--- src/rtl/osc_timebase_pkg.sv ---
// Shared definitions for the oscilloscope timebase controller:
// scale count, ms/div multiplier table and controller state encoding.
package osc_timebase_pkg;

   localparam int unsigned NUM_SCALES = 6;

   typedef enum logic [1:0] {
      RUN,
      PEND,
      APPLY
   } state_e;

   // Sample-period multiplier relative to the 0.1 ms/div setting
   function automatic int unsigned mult_of(input logic [2:0] idx);
      case (idx)
         3'd0:    return 1;
         3'd1:    return 2;
         3'd2:    return 5;
         3'd3:    return 10;
         3'd4:    return 20;
         default: return 50;
      endcase
   endfunction

endpackage

--- src/rtl/osc_btn_edge.sv ---
// Registered rising-edge detector for a debounced button level.
module osc_btn_edge (
   input  logic clk,
   input  logic btn,
   output logic rise
);

   logic prev_q;

   // History follows the level even during reset, so a button held through
   // reset is never seen as a fresh press.
   always_ff @(posedge clk) begin
      prev_q <= btn;
   end

   assign rise = btn & ~prev_q;

endmodule

--- src/rtl/timebase_scale_ctrl.sv ---
// Horizontal timebase controller: button-driven scale selection applied at
// VGA frame start, plus the ADC sample-enable divider for the active scale.
module timebase_scale_ctrl
   import osc_timebase_pkg::*;
#(
   parameter int unsigned BASE_DIV  = 100,
   parameter int unsigned RESET_IDX = 0,
   parameter int unsigned CNT_W     = 16
) (
   input  logic       CLK,
   input  logic       RESET,
   input  logic       BTN_UP,
   input  logic       BTN_DOWN,
   input  logic       FRAME_START,
   output logic [2:0] LABEL_SEL,
   output logic       PENDING,
   output logic       SCALE_CHANGED,
   output logic       SAMPLE_EN
);

   localparam logic [2:0] RST_IDX = 3'(RESET_IDX);
   localparam logic [2:0] MAX_IDX = 3'(NUM_SCALES - 1);

   function automatic logic [CNT_W-1:0] reload_of(input logic [2:0] idx);
      int unsigned prod;
      prod = BASE_DIV * mult_of(idx);
      return CNT_W'(prod - 1);
   endfunction

   state_e           state_q, state_n;
   logic [2:0]       active_q, pend_q, pend_n;
   logic [CNT_W-1:0] cnt_q, cnt_n;
   logic             up_rise, dn_rise;

   osc_btn_edge u_edge_up (
      .clk  (CLK),
      .btn  (BTN_UP),
      .rise (up_rise)
   );

   osc_btn_edge u_edge_dn (
      .clk  (CLK),
      .btn  (BTN_DOWN),
      .rise (dn_rise)
   );

   always_comb begin
      pend_n = pend_q;
      if (up_rise && !dn_rise && pend_q != MAX_IDX) begin
         pend_n = pend_q + 3'd1;
      end else if (dn_rise && !up_rise && pend_q != '0) begin
         pend_n = pend_q - 3'd1;
      end
   end

   always_comb begin
      state_n = state_q;
      case (state_q)
         RUN: begin
            if (pend_q != active_q) state_n = PEND;
         end
         PEND: begin
            if (pend_q == active_q) state_n = RUN;
            else if (FRAME_START)   state_n = APPLY;
         end
         APPLY:   state_n = RUN;
         default: state_n = RUN;
      endcase
   end

   always_comb begin
      cnt_n = cnt_q;
      if (state_q == APPLY) begin
         cnt_n = reload_of(active_q);
      end else if (cnt_q == '0) begin
         cnt_n = reload_of(active_q);
      end else begin
         cnt_n = cnt_q - 1'b1;
      end
   end

   // Scale is latched on entry to APPLY and strobes are registered from the
   // next-state values, so LABEL_SEL, SCALE_CHANGED and SAMPLE_EN line up
   // with the cycle in which the state/counter they describe is current.
   always_ff @(posedge CLK) begin
      if (RESET) begin
         state_q       <= RUN;
         active_q      <= RST_IDX;
         pend_q        <= RST_IDX;
         cnt_q         <= reload_of(RST_IDX);
         PENDING       <= 1'b0;
         SCALE_CHANGED <= 1'b0;
         SAMPLE_EN     <= 1'b0;
      end else begin
         state_q       <= state_n;
         pend_q        <= pend_n;
         cnt_q         <= cnt_n;
         if (state_n == APPLY) active_q <= pend_q;
         PENDING       <= (state_n == PEND);
         SCALE_CHANGED <= (state_n == APPLY);
         SAMPLE_EN     <= (state_n != APPLY) && (cnt_n == '0);
      end
   end

   assign LABEL_SEL = active_q;

endmodule

--- config.mk ---
export PLATFORM = sky130hd
export DESIGN_NAME = timebase_scale_ctrl
export DESIGN_NICKNAME = d
export VERILOG_FILES = /design/src/rtl/osc_timebase_pkg.sv /design/src/rtl/osc_btn_edge.sv /design/src/rtl/timebase_scale_ctrl.sv
export SDC_FILE = /design/constraint.sdc
export NUM_CORES = 1
export LEC_CHECK = 0
export CAP_MARGIN = 10
export CELL_PAD_IN_SITES_DETAIL_PLACEMENT = 0
export CELL_PAD_IN_SITES_GLOBAL_PLACEMENT = 1
export CORE_ASPECT_RATIO = 1.2
export CORE_MARGIN = 1
export CORE_UTILIZATION = 51
export CTS_BUF_LIST = sky130_fd_sc_hd__clkbuf_8
export DETAILED_ROUTE_END_ITERATION = 10
export DONT_BUFFER_PORTS = 1
export PLACE_DENSITY = 0.81
export SYNTH_ARGS = -nofsm -noshare
export SYNTH_HDL_FRONTEND = slang
export SYNTH_SLANG_ARGS = --single-unit
--- constraint.sdc ---
create_clock -name CLK -period 4.2 [get_ports CLK]
set_input_delay 0.63 -clock CLK [delete_from_list [all_inputs] [get_ports CLK]]
set_output_delay 0.63 -clock CLK [all_outputs]
set_load 0.02 [all_outputs]
==> results by stage, run 1 <==
Setup path:
- The most repeated library cell on the critical path is sky130_fd_sc_hd__ha_1.
- The required time at the worst-slack endpoint is 4400 ps.
- The start of the worst register-to-register path is LABEL_SEL[1]$_SDFFE_PP0P_.
- Measured in cells, the most critical reg-to-reg path has a length of 12.
- The origin of the worst setup path is LABEL_SEL[1]$_SDFFE_PP0P_.
- For this run, the slowest stage of the critical path takes 610 ps.
- The slowest stage of the critical path is the sky130_fd_sc_hd__dfxtp_1 cell.
- For flop-to-flop paths, the worst setup slack is 670 ps.
- The endpoint of the worst-slack reg-to-reg timing path is cnt_q[15]$_SDFF_PP0_.
- The worst setup path is launched from a register.
- The critical path is of the reg -> reg type.
- Walking the worst path, the cells encountered are xor2_1 -> nand2b_1 -> inv_1 -> ha_1 -> ha_1 -> ha_1 -> ha_1 -> and3_1 -> or3_1 -> a211oi_2 -> o211ai_1 -> a22oi_1.
- The most critical setup path has its endpoint at cnt_q[15]$_SDFF_PP0_.
- The worst endpoint data arrival time is 3730 ps.
- In this run the worst path has a maximum fanout of 9.
- The worst setup path is captured at a register.

GRT:
- The global-route wire length before repair is 7270 µm.
- Summed over all layers, the global routing overflow is 0.
- The number of antenna violations at the first check in global routing is 0.
- Entering global routing, the biggest net connects 25 pins.
- Across every metal layer, demand over resource in global routing totals 0.223.
- The number of global-route vias before repair is 1,647.

Synthesis:
- The register bit count reported by yosys is 29.
- Of the total synthesized cell area, the portion taken by AND, OR, NAND and NOR gates is 0.237.
- The count of distinct cell types in the synthesized netlist is 55.
- The fraction of the mapped netlist area in compound gates is 0.194.
- Measured against the total synthesized area, the mux share comes to 0.0147.
- The net count after synthesis is 262.
- Of the total synthesized cell area, the portion taken by XOR and XNOR cells is 0.0772.
- The top flip-flop cell by instance count after synthesis is sky130_fd_sc_hd__dfxtp_1.
- The async set-or-reset flop fraction in the synthesized netlist is 0.
- The gate count after technology mapping is 234.
- The combined area of all synthesized cells is 0.00204 mm².
- After synthesis, the largest family of logic cells by area is simple AND/OR/NAND/NOR gates.
- The synthesized area per cell is 8.73 µm².
- The part of the Yosys area used for sequential elements is 0.284.
- Yosys printed 0 warnings.
- Of the total synthesized cell area, the portion taken by full adders, half adders and majority gates is 0.148.
- The synthesized design contains 0 enable-type register cells.

Timing:
- The final critical delay including setup and external delays is 3530 ps.
- The number of setup violations in the final report is 0.
- The worst hold slack across all endpoints is 366 ps.
- The transition time of the tightest slew-check pin is 567 ps.
- Setup repair after global routing left no endpoint under its margin.
- For this run, the top clock speed supported by timing is 283 MHz.
- In the finished design, the share of the clock period the worst path needs comes to 0.842.
- The max-slew violation count is 0.
- The final number of hold-violating endpoints is 0.
- Between clock sinks in the finished design, the worst skew comes to 5.63 ps.
- The post-route setup TNS is 0 ps.
- The headroom to the max-slew limit is 0.622.

Floorplan:
- The effective utilization at floorplan is 0.549.
- 11 I/O pins were placed.
- The chip width is 59.8 µm.
- The area of the die is 0.00426 mm².
- In this run the core area contains 24 standard-cell rows.
- The total area inside the core boundary comes to 0.00372 mm².
- The vertical extent of the die is 71.3 µm.

Pwr:
- The leakage power of the design is 0.942 nW.
- Of the total power, combinational logic draws 0.116.
- The power density of the placed cells is 317 mW/mm².
- The overall power consumption is 0.000692 W.
- In this run the power spent charging and discharging nets is 0.000173 W.
- Of the total power, the share spent switching nets is 0.251.
- The worst voltage drop across the vdd grid is 0.220 mV.
- The clock network power share is 0.436.
- The internal power of the cells totals 0.000519 W.
- The share of total power dissipated in sequential elements is 0.447.

Clock network:
- The register clock-pin slew on the reported worst setup and hold paths is 70 ps.
- Buffers added to address setup during post-CTS repair amount to 0.
- In this run, post-CTS hold repair placed 0 buffers.
- The count of H-tree levels built during CTS is 2.
- The total number of clock tree sinks is 29.
- The TritonCTS clock tree is built.
- The maximum number of buffers from clock root to sink is 2.
- The clock latency on the worst-skew pair is 280 ps.
- The clock buffer count from CTS is 5.
- After clock tree synthesis, the repair step resized 0 gates.
- The master cell of the clock root buffer is sky130_fd_sc_hd__clkbuf_8.

Finish:
- The number of nets at the end of the flow is 258.
- The fraction of layout cells with a size suffix above 1 is 0.104.
- For this run, the share of the core covered by cells in the final layout is 0.586.
- In the layout the commonest cells are sky130_fd_sc_hd__dfxtp_1 (29), sky130_fd_sc_hd__nor2_1 (23), sky130_fd_sc_hd__ha_1 (21).
- The number of antenna diodes in the final layout is 0.
- The most common cell after layout, fill and taps aside is sky130_fd_sc_hd__dfxtp_1.
- The filler cells instantiated in the layout total 369.
- The layout-stage area growth over the synthesis result is 6.74%.

Detailed routing:
- The first TritonRoute pass finished after 4 iterations.
- The total detailed-routing wirelength is 4120 µm.
- Once detail routing completed, the nets flagged for antenna violations numbered 0.
- The number of remaining DRC errors is 0.
- The violation count after the first detailed-route iteration is 97.
- The via count is 1,655.
- Dividing the detail-routed wire length by the instance count gives 14.6 µm.
- The number of vias per cell after detailed routing is 5.85.

Place:
- The HPWL after detailed placement is 3120 µm.
- At the end of routability-driven placement, the weighted congestion stood at 0.873.
- Input and output buffers added on the ports amount to 0.

Hold path:
- The worst hold path was traced through 0 stages.
- The path type of the worst min-delay path is in -> reg.

Status:
- The flow ran to the end, and the final reports show no timing, DRC or antenna violations.

Run:
- Max-cap violations in this run came to 0.
[per-stage QoR]
step,std cells,worst slack [ps],area [µm²]
after CTS,283,646,2180
after detailed placement,275,676,2060
after global placement,275,747,2060
after floorplan,234,786,2040
after global routing,283,434,2180
final,283,665,2180
[flip-flops by register name (all words and copies together), names as in the netlist]
register	cells
u_edge_up.prev_q	1
cnt_q	16
pend_q	3
state_q	2
LABEL_SEL	3
PENDING	1
u_edge_dn.prev_q	1
SCALE_CHANGED	1
SAMPLE_EN	1
[cells by family (layout without fill, tap and decap cells)]
family | after synthesis | in the layout
buffers and inverters | 22 | 19
XOR/XNOR | 18 | 18
flip-flops | 29 | 29
multiplexers | 3 | 3
AND/OR/NAND/NOR | 87 | 87
AO/OA/AOI/OAI | 52 | 52
adder cells (fa/ha/maj) | 23 | 23
[routing by layer]
| metal | GRT usage | part of all wire | up-vias |
|---|---|---|---|
| met5 | 0 | 0 | - |
| met3 | 0.0433 | 0.031 | 11 |
| met4 | 0.0956 | 0.022 | 0 |
| met2 | 0.364 | 0.47 | 30 |
| li1 | - | - | 840 |
| met1 | 0.282 | 0.47 | 774 |
[synth_stat cells (4+ instances only)]
cell / number / area (µm²)
sky130_fd_sc_hd__a211oi_1: 9 / 67.6
sky130_fd_sc_hd__nor3b_1: 4 / 30.0
sky130_fd_sc_hd__inv_1: 10 / 37.5
sky130_fd_sc_hd__clkbuf_1: 8 / 30.0
sky130_fd_sc_hd__ha_1: 21 / 263
sky130_fd_sc_hd__xnor2_1: 9 / 78.8
sky130_fd_sc_hd__o21ai_0: 6 / 30.0
sky130_fd_sc_hd__nand3_1: 4 / 20.0
sky130_fd_sc_hd__nand2_1: 13 / 48.8
sky130_fd_sc_hd__a21oi_1: 7 / 35.0
sky130_fd_sc_hd__nor3_1: 7 / 35.0
sky130_fd_sc_hd__nor2_1: 23 / 86.3
sky130_fd_sc_hd__nand2b_1: 5 / 31.3
sky130_fd_sc_hd__dfxtp_1: 29 / 581
sky130_fd_sc_hd__or3_1: 4 / 25.0
sky130_fd_sc_hd__xor2_1: 9 / 78.8
[how the worst min path moves through the flow]
stage                                          end                  start
after floorplan                 PENDING$_SDFF_PP0_  state_q[1]$_SDFF_PP0_
after global placement       state_q[0]$_SDFF_PP0_  state_q[1]$_SDFF_PP0_
after detailed placement     state_q[0]$_SDFF_PP0_  state_q[1]$_SDFF_PP0_
after CTS                 u_edge_dn.prev_q$_DFF_P_               BTN_DOWN
after global routing      u_edge_dn.prev_q$_DFF_P_               BTN_DOWN
final                     u_edge_dn.prev_q$_DFF_P_               BTN_DOWN
[power groups by stage]
stage                     Combinational [W]  Sequential, W  Clock [W]
after floorplan                   0.0000743       0.000307          0
after global placement            0.0000769       0.000314          0
after detailed placement          0.0000792       0.000316          0
after CTS                         0.0000802       0.000309   0.000309
after global routing              0.0000914       0.000312   0.000320
final                             0.0000805       0.000310   0.000302
[area by class of cell]
| cell class | instances | area (µm²) | area share |
|---|---|---|---|
| Sequential cell | 29 | 581 | 0.266 |
| Timing Repair Buffer | 1 | 7.51 | 0.00344 |
| Inverter | 10 | 37.5 | 0.0172 |
| Clock buffer | 6 | 82.6 | 0.0379 |
| Tap cell | 52 | 65.1 | 0.0298 |
| Clock inverter | 2 | 37.5 | 0.0172 |
| Multi-Input combinational cell | 183 | 1370 | 0.628 |
[critical path: cells and delay by family (launching register included)]
family,cells,cell delay [ps]
AOI/OAI and AO/OA,3,680
xor gates and xnor gates,1,180
adders and majority gates,4,1180
buffers and inverters,1,100
DFF,1,610
and+or+nand+nor,3,700
Note: power is estimated with default switching activity, not from simulation.
==> run 2, diff against run 1 <==
==> constraint.sdc (replaced) <==
create_clock -name CLK -period 3.4 [get_ports CLK]
set_input_delay 0.51 -clock CLK [delete_from_list [all_inputs] [get_ports CLK]]
set_output_delay 0.51 -clock CLK [all_outputs]
set_load 0.02 [all_outputs]
==> results by stage, run 2 (synthesized netlist as in run 1, its figures left out) <==
Timing:
- The number of setup violations in the final report is 0 (unchanged).
- Setup repair after global routing left no endpoint under its margin.
- The final number of hold-violating endpoints is 0 (unchanged).
- The final worst clock skew came to 3.86 ps (-1.77 ps).
- The max-slew violation count came to 0 (unchanged).
- The headroom to the max-slew limit is 0.624 (+0.00263).
- The transition time of the tightest slew-check pin was 564 ps (-3.95 ps).
- The upper clock frequency limit is 312 MHz (+10%).
- The worst hold slack across all endpoints is 255 ps (-110 ps).
- The final critical delay including setup and external delays is 3210 ps (-326 ps).
- The post-route clock period utilization is 0.944 (+0.102).
- The post-route setup TNS came to 0 ps (unchanged).

Finish:
- From synthesis to final layout, the design area changed by 10.5%.
- Counting flops per register, the top entry is cnt_q.
- The sequential cell area is 583 µm² (+0.43%).
- The library cell used most frequently in the layout, excluding fill and tap cells, is sky130_fd_sc_hd__dfxtp_1.
- The number of filler cells placed in the layout is 356 (-3.5%).
- The flip-flop count of the largest register, all copies and words added is 16 (unchanged).
- In the layout the commonest cells are sky130_fd_sc_hd__dfxtp_1 (27), sky130_fd_sc_hd__nor2_1 (23), sky130_fd_sc_hd__ha_1 (20).
- The number of antenna repair diodes is 0 (unchanged).
- The number of nets at the end of the flow is 265 (+2.7%).
- The number of standard cells in the final layout excluding fillers was 290 (+2.5%).
- The multi-input combinational cell area is 0.00140 mm² (+1.8%).
- The fraction of layout cells with a size suffix above 1 came to 0.143 (+0.0390).

Pwr:
- The cell-internal power is 0.000640 W (+23%).
- The overall power consumption is 0.000851 W (+23%).
- The combinational share of power came to 0.121 (+0.005).
- The switching power as a share of total power is 0.248 (-0.00262).
- The worst voltage drop across the vdd grid is 0.221 mV (+0.63%).
- The leakage power of the design is 0.984 nW (+4.5%).
- The sequential share of power is 0.448 (about the same).
- The clock network power share is 0.431 (-0.005).
- The total net switching power is 0.000211 W (+22%).
- The power density of the placed cells is 377 mW/mm² (+19%).

GRT:
- The aggregate global-route resource usage came to 0.232 (+0.00867).
- The largest net degree at the start of global routing is 25 (unchanged).
- The global-route wire length before repair was 7460 µm (+2.7%).
- The number of global-route vias before repair is 1,615 (-1.9%).
- The total global routing overflow was 0 (unchanged).
- The number of antenna violations at the first check in global routing is 0 (unchanged).

Clock network:
- The master cell of the clock root buffer is sky130_fd_sc_hd__clkbuf_8.
- The clock buffer count from CTS is 5 (unchanged).
- The count of hold buffers inserted by post-cts repair came to 0 (unchanged).
- The total number of clock tree sinks is 29 (unchanged).
- The TritonCTS clock tree is built.
- The maximum number of buffers from clock root to sink is 2 (unchanged).
- The clock latency on the worst-skew pair is 280 ps (about the same).
- The register clock-pin slew on the reported worst setup and hold paths is 60 ps (about the same).
- The count of H-tree levels built during CTS is 2 (unchanged).

Detailed routing:
- The violation count after the first detailed-route iteration is 106 (+9.3%).
- The mean routed wirelength per cell came to 15.0 µm (+3.3%).
- The antenna violation net count after detailed routing is 0 (unchanged).
- The number of remaining DRC errors is 0 (unchanged).
- The number of vias per cell after detailed routing is 5.79 (-1.0%).
- The via count was 1,679 (+1.5%).
- The total detailed-routing wirelength is 4360 µm (+5.9%).
- The length of the first detailed-routing pass in iterations is 4 (unchanged).

Place:
- The total instance count after detailed placement is 280 (+1.8%).
- The HPWL after detailed placement is 3300 µm (+5.8%).
- The routability-driven placement congestion ratio is 0.835 (-4.4%).
- The total of buffers placed on input and output ports is 0 (unchanged).

Setup path:
- The required time at the worst-slack endpoint is 3600 ps (-800 ps).
- The endpoint identified for the worst register-to-register timing path is cnt_q[11]$_SDFF_PP0_.
- The count of cells along the worst register-to-register path is 13 (+1).
- The worst reg-to-reg setup slack is 190 ps (-470 ps).
- The critical path startpoint category is a register.
- The start of the worst register-to-register path is LABEL_SEL[1]$_SDFFE_PP0P_.
- The worst endpoint data arrival time was 3410 ps (-320 ps).
- The worst setup path is captured at a register.
- The maximum fanout count along the critical path was 5 (-4).
- The type of the worst setup path is reg -> reg.

Hold path:
- The hold path endpoint is u_edge_up.prev_q$_DFF_P_.
- The worst hold path belongs to the class in -> reg.
- In this run the most critical hold path is launched from BTN_UP.
- The number of cells on the worst hold path is 0 (unchanged).

Floorplan:
- The core box area is 0.00372 mm² (unchanged).
- The number of cell rows was 24 (unchanged).
- The number of primary I/O pins is 11 (unchanged).
- The effective utilization at floorplan is 0.549 (unchanged).
- The vertical extent of the die is 71.3 µm (unchanged).
- The chip width was 59.8 µm (unchanged).
- The area of the die was 0.00426 mm² (unchanged).

Run:
- The max capacitance violation total is 0 (unchanged).

Status:
- The run finished with clean final reports.
-- run 2: cell count changes in the layout (fill, tap and decap cells not counted), sizes merged --
cell	change
buf	+7
clkinvlp	-1
inv	+1
-- run 2: critical path, cell delays in order (launching register included) --
cell and delay [ps]:
sky130_fd_sc_hd__dfxtp_2 340, sky130_fd_sc_hd__xor2_1 150, sky130_fd_sc_hd__nand2b_1 120, sky130_fd_sc_hd__inv_1 70
sky130_fd_sc_hd__ha_1 280, sky130_fd_sc_hd__ha_1 300, sky130_fd_sc_hd__ha_1 340, sky130_fd_sc_hd__ha_4 270
sky130_fd_sc_hd__and3_1 170, sky130_fd_sc_hd__or3_1 400, sky130_fd_sc_hd__a211oi_4 270, sky130_fd_sc_hd__buf_4 150
sky130_fd_sc_hd__o2111ai_1 120, sky130_fd_sc_hd__o211ai_1 140
-- run 2: per-stage QoR --
step	worst slack [ps]	utilization	instance area [µm²]
2_1_floorplan	68.1	-	2040
3_3_place_gp	199	0.564	2100
3_5_place_dp	105	0.564	2100
4_1_cts	76.9	0.595	2210
5_1_grt	42.1	0.606	2260
6_report	191	0.606	2260
-- run 2: worst max path at each step --
stage                                    startpoint                    to  slack [ps]
after floorplan           LABEL_SEL[1]$_SDFFE_PP0P_  cnt_q[15]$_SDFF_PP0_          70
after global placement    LABEL_SEL[2]$_SDFFE_PP0P_  cnt_q[15]$_SDFF_PP0_         200
after detailed placement  LABEL_SEL[2]$_SDFFE_PP0P_  cnt_q[15]$_SDFF_PP0_         110
after CTS                 LABEL_SEL[2]$_SDFFE_PP0P_  cnt_q[15]$_SDFF_PP0_          80
after global routing      LABEL_SEL[1]$_SDFFE_PP0P_  cnt_q[15]$_SDFF_PP0_          40
final                     LABEL_SEL[1]$_SDFFE_PP0P_  cnt_q[11]$_SDFF_PP0_         190
-- run 2: area by class of cell --
cell class	count	share of cell area
flip-flops and latches	29	0.258
clock inverters	2	0.0150
clock buffers	6	0.0366
multi-input cells	183	0.618
inverters	10	0.0166
repair buffers	8	0.0266
well taps	52	0.0288
-- run 2: power by group through the flow --
stage / logic, W / clock network (W) / registers [W]
global route: 0.000115 / 0.000390 / 0.000385
global placement: 0.0000963 / 0 / 0.000387
floorplan: 0.0000918 / 0 / 0.000379
finish: 0.000103 / 0.000367 / 0.000382
detailed placement: 0.000100 / 0 / 0.000389
CTS: 0.000101 / 0.000371 / 0.000382
-- run 2: repair_timing --
item,in CTS,in global routing
setup endpoints to repair,0,3
setup buffers,0,2
gates resized for setup,0,6
-- run 2: metal layers --
metal  wire length, µm  vias to the layer above  GRT usage
li1                  -                      849          -
met1              1950                      792      0.294
met2              2180                       31      0.385
met3               145                        7     0.0397
met4                91                        0     0.0904
met5                 0                        -          0
==> run 3, diff against run 2 <==
--- a/config.mk
+++ b/config.mk
@@ -8,10 +8,11 @@
 export CAP_MARGIN = 10
 export CELL_PAD_IN_SITES_DETAIL_PLACEMENT = 0
 export CELL_PAD_IN_SITES_GLOBAL_PLACEMENT = 1
-export CORE_ASPECT_RATIO = 1.2
+export CORE_ASPECT_RATIO = 0.6
 export CORE_MARGIN = 1
 export CORE_UTILIZATION = 51
 export CTS_BUF_LIST = sky130_fd_sc_hd__clkbuf_8
+export CTS_CLUSTER_DIAMETER = 30
 export DETAILED_ROUTE_END_ITERATION = 10
 export DONT_BUFFER_PORTS = 1
 export PLACE_DENSITY = 0.81
==> results by stage, run 3 (synthesized netlist as in run 1, its figures left out) <==
Setup path:
- STA classifies the critical path startpoint as a register.
- The worst endpoint data arrival time was 3390 ps (-20 ps).
- The most critical setup path has its startpoint at LABEL_SEL[1]$_SDFFE_PP0P_.
- The worst register-to-register path ends at cnt_q[15]$_SDFF_PP0_.
- The required time at the worst-slack endpoint was 3590 ps (about the same).
- The worst reg-to-reg setup slack was 200 ps (about the same).
- The start of the worst register-to-register path is LABEL_SEL[1]$_SDFFE_PP0P_.
- The critical path is of the reg -> reg type.
- The worst setup path is captured at a register.
- The maximum fanout count along the critical path is 5 (unchanged).
- The count of cells along the worst register-to-register path is 12 (-1).

GRT:
- The routing usage on met3 is 0.0533 (+0.0136).
- The largest net degree at the start of global routing is 25 (unchanged).
- The total global routing overflow is 0 (unchanged).
- The number of antenna violations at the first check in global routing came to 0 (unchanged).
- The aggregate global-route resource usage is 0.226 (-0.00559).
- The routing usage on met1 is 0.353 (+0.0596).
- After global routing, the most crowded layer is met1.
- The number of global-route vias before repair came to 1,474 (-8.7%).
- The met2 track demand over resource came to 0.310 (-0.0749).
- The global-route wire length before repair came to 7420 µm (-0.46%).

Clock network:
- The clock latency on the worst-skew pair is 270 ps (about the same).
- The cell sitting at the root of the clock tree is a sky130_fd_sc_hd__clkbuf_8.
- TritonCTS built the clock tree.
- The register clock-pin slew on the reported worst setup and hold paths is 60 ps (about the same).
- The count of H-tree levels built during CTS is 2 (unchanged).
- The number of gates resized after CTS is 0 (unchanged).
- The maximum number of buffers from clock root to sink is 2 (unchanged).
- The count of hold buffers inserted by post-cts repair was 0 (unchanged).
- The clock buffer count from CTS came to 5 (unchanged).
- The number of buffers inserted by post-CTS setup repair was 0 (unchanged).
- The total number of clock tree sinks is 29 (unchanged).

Floorplan:
- The chip width is 83.7 µm (+40%).
- The core box area is 0.00374 mm² (+0.54%).
- The number of cell rows is 17 (-29%).
- The vertical extent of the die is 51.0 µm (-28%).
- The area of the die is 0.00427 mm² (+0.18%).
- The number of primary I/O pins is 11 (unchanged).
- The effective utilization at floorplan was 0.546 (-0.00293).

Timing:
- The post-route clock period utilization is 0.943 (-0.00119).
- The number of setup violations in the final report was 0 (unchanged).
- The upper clock frequency limit was 312 MHz (+0.13%).
- The max-slew violation count is 0 (unchanged).
- The post-route setup TNS came to 0 ps (unchanged).
- The transition time of the tightest slew-check pin is 581 ps (+17.0 ps).
- The worst hold slack across all endpoints is 258 ps (+2.70 ps).
- The final worst clock skew is 4.66 ps (+0.797 ps).
- The final number of hold-violating endpoints is 0 (unchanged).
- Setup repair after global routing left no endpoint under its margin.
- The least setup slack across all paths after layout is 195 ps (+4.04 ps).
- The headroom to the max-slew limit is 0.613 (-0.0114).
- The final critical delay including setup and external delays is 3200 ps (-4.04 ps).

Finish:
- The area growth from synthesis to layout is 8.94%.
- The number of nets at the end of the flow is 263 (-0.75%).
- The number of antenna repair diodes is 0 (unchanged).
- The utilization after layout is 0.595 (-0.0116).
- The library cell used most frequently in the layout, excluding fill and tap cells, is sky130_fd_sc_hd__dfxtp_1.
- The flip-flop count of the largest register, all copies and words added is 16 (unchanged).
- The total non-filler cell area in the finished layout is 0.00223 mm² (-1.4%).
- Counting flops per register, the top entry is cnt_q.
- In the layout the commonest cells are sky130_fd_sc_hd__dfxtp_1 (26), sky130_fd_sc_hd__nor2_1 (22), sky130_fd_sc_hd__ha_1 (20).
- The fraction of layout cells with a size suffix above 1 is 0.153 (+0.00969).

Detailed routing:
- The mean routed wirelength per cell is 15.8 µm (+5.3%).
- The number of vias per cell after detailed routing came to 5.88 (+1.5%).
- The total detailed-routing wirelength is 4480 µm (+2.7%).
- The length of the first detailed-routing pass in iterations came to 4 (unchanged).
- The via count was 1,663 (-0.95%).
- The antenna violation net count after detailed routing is 0 (unchanged).
- The number of remaining DRC errors is 0 (unchanged).
- The violation count after the first detailed-route iteration is 79 (-25%).

Hold path:
- The startpoint identified for the worst hold timing path is BTN_DOWN.
- The hold path endpoint is u_edge_dn.prev_q$_DFF_P_.
- The worst hold path belongs to the class in -> reg.
- The number of cells on the worst hold path is 0 (unchanged).

Place:
- The HPWL after detailed placement is 3410 µm (+3.4%).
- The total of buffers placed on input and output ports is 0 (unchanged).
- The routability-driven placement congestion ratio came to 0.820 (-1.8%).
- The post-placement worst setup slack was 48.4 ps (-56.6 ps).
- The cell area after placement is 0.00209 mm² (-0.30%).

Status:
- The run finished with clean final reports.

Pwr:
- The worst voltage drop across the vdd grid is 0.278 mV (+25%).
- The leakage power of the design is 0.963 nW (-2.2%).
- The power density of the placed cells is 358 mW/mm² (-5.0%).

Run:
- The max capacitance violation total came to 0 (unchanged).
==> run 3: changes by cell type in the layout (fill, tap and decap cells not counted), sizes merged <==
| cell | before | now |
|---|---|---|
| inv | 11 | 10 |
| bufinv | 1 | 0 |
| clkbuf | 6 | 7 |
| clkinv | 0 | 1 |
| buf | 8 | 6 |
==> run 3: per-stage QoR <==
stage	power [W]	instances
after global routing	0.000833	283
final	0.000797	283
after floorplan	0.000471	234
after detailed placement	0.000488	275
after global placement	0.000485	275
after CTS	0.000799	283
==> run 3: how the worst max path moves through the flow <==
stage          cells after the start  slack [ps]                    to
2_1_floorplan                     13          70  cnt_q[15]$_SDFF_PP0_
3_5_place_dp                      11          50  cnt_q[15]$_SDFF_PP0_
3_3_place_gp                      11         170  cnt_q[15]$_SDFF_PP0_
5_1_grt                           12          20   cnt_q[9]$_SDFF_PP0_
4_1_cts                           11          20  cnt_q[15]$_SDFF_PP0_
6_report                          12         200  cnt_q[15]$_SDFF_PP0_
==> run 3: per-layer routing <==
layer / part of all wire / wire, µm / vias to the layer above
li1: - / - / 841
met1: 0.56 / 2530 / 789
met2: 0.39 / 1750 / 33
met3: 0.047 / 211 / 0
met4: 0 / 0 / 0
met5: 0 / 0 / -
==> run 3: cell type report <==
class / instances / area (µm²)
sequential: 29 / 584
multi-input combinational: 183 / 1400
clock inverter: 1 / 5.00
fill: 348 / 1520
clock buffer: 7 / 96.3
timing repair buffer: 6 / 48.8
tap: 47 / 58.8
inverter: 10 / 37.5
==> run 3: worst max-delay path: stages, from the launching register on <==
cell and delay, ps:
sky130_fd_sc_hd__dfxtp_2 340, sky130_fd_sc_hd__xor2_1 160, sky130_fd_sc_hd__nand2b_1 120, sky130_fd_sc_hd__inv_1 70
sky130_fd_sc_hd__ha_1 280, sky130_fd_sc_hd__ha_1 310, sky130_fd_sc_hd__ha_1 310, sky130_fd_sc_hd__ha_2 330
sky130_fd_sc_hd__and3_1 200, sky130_fd_sc_hd__or3_4 380, sky130_fd_sc_hd__a211oi_4 280, sky130_fd_sc_hd__o211ai_1 170
sky130_fd_sc_hd__a22oi_1 180
==> run 3: power by group <==
part           total [W]  switching [W]  internal [W]
Sequential      0.000382      0.0000251      0.000357
Clock           0.000313       0.000131      0.000183
Combinational   0.000102      0.0000546     0.0000477
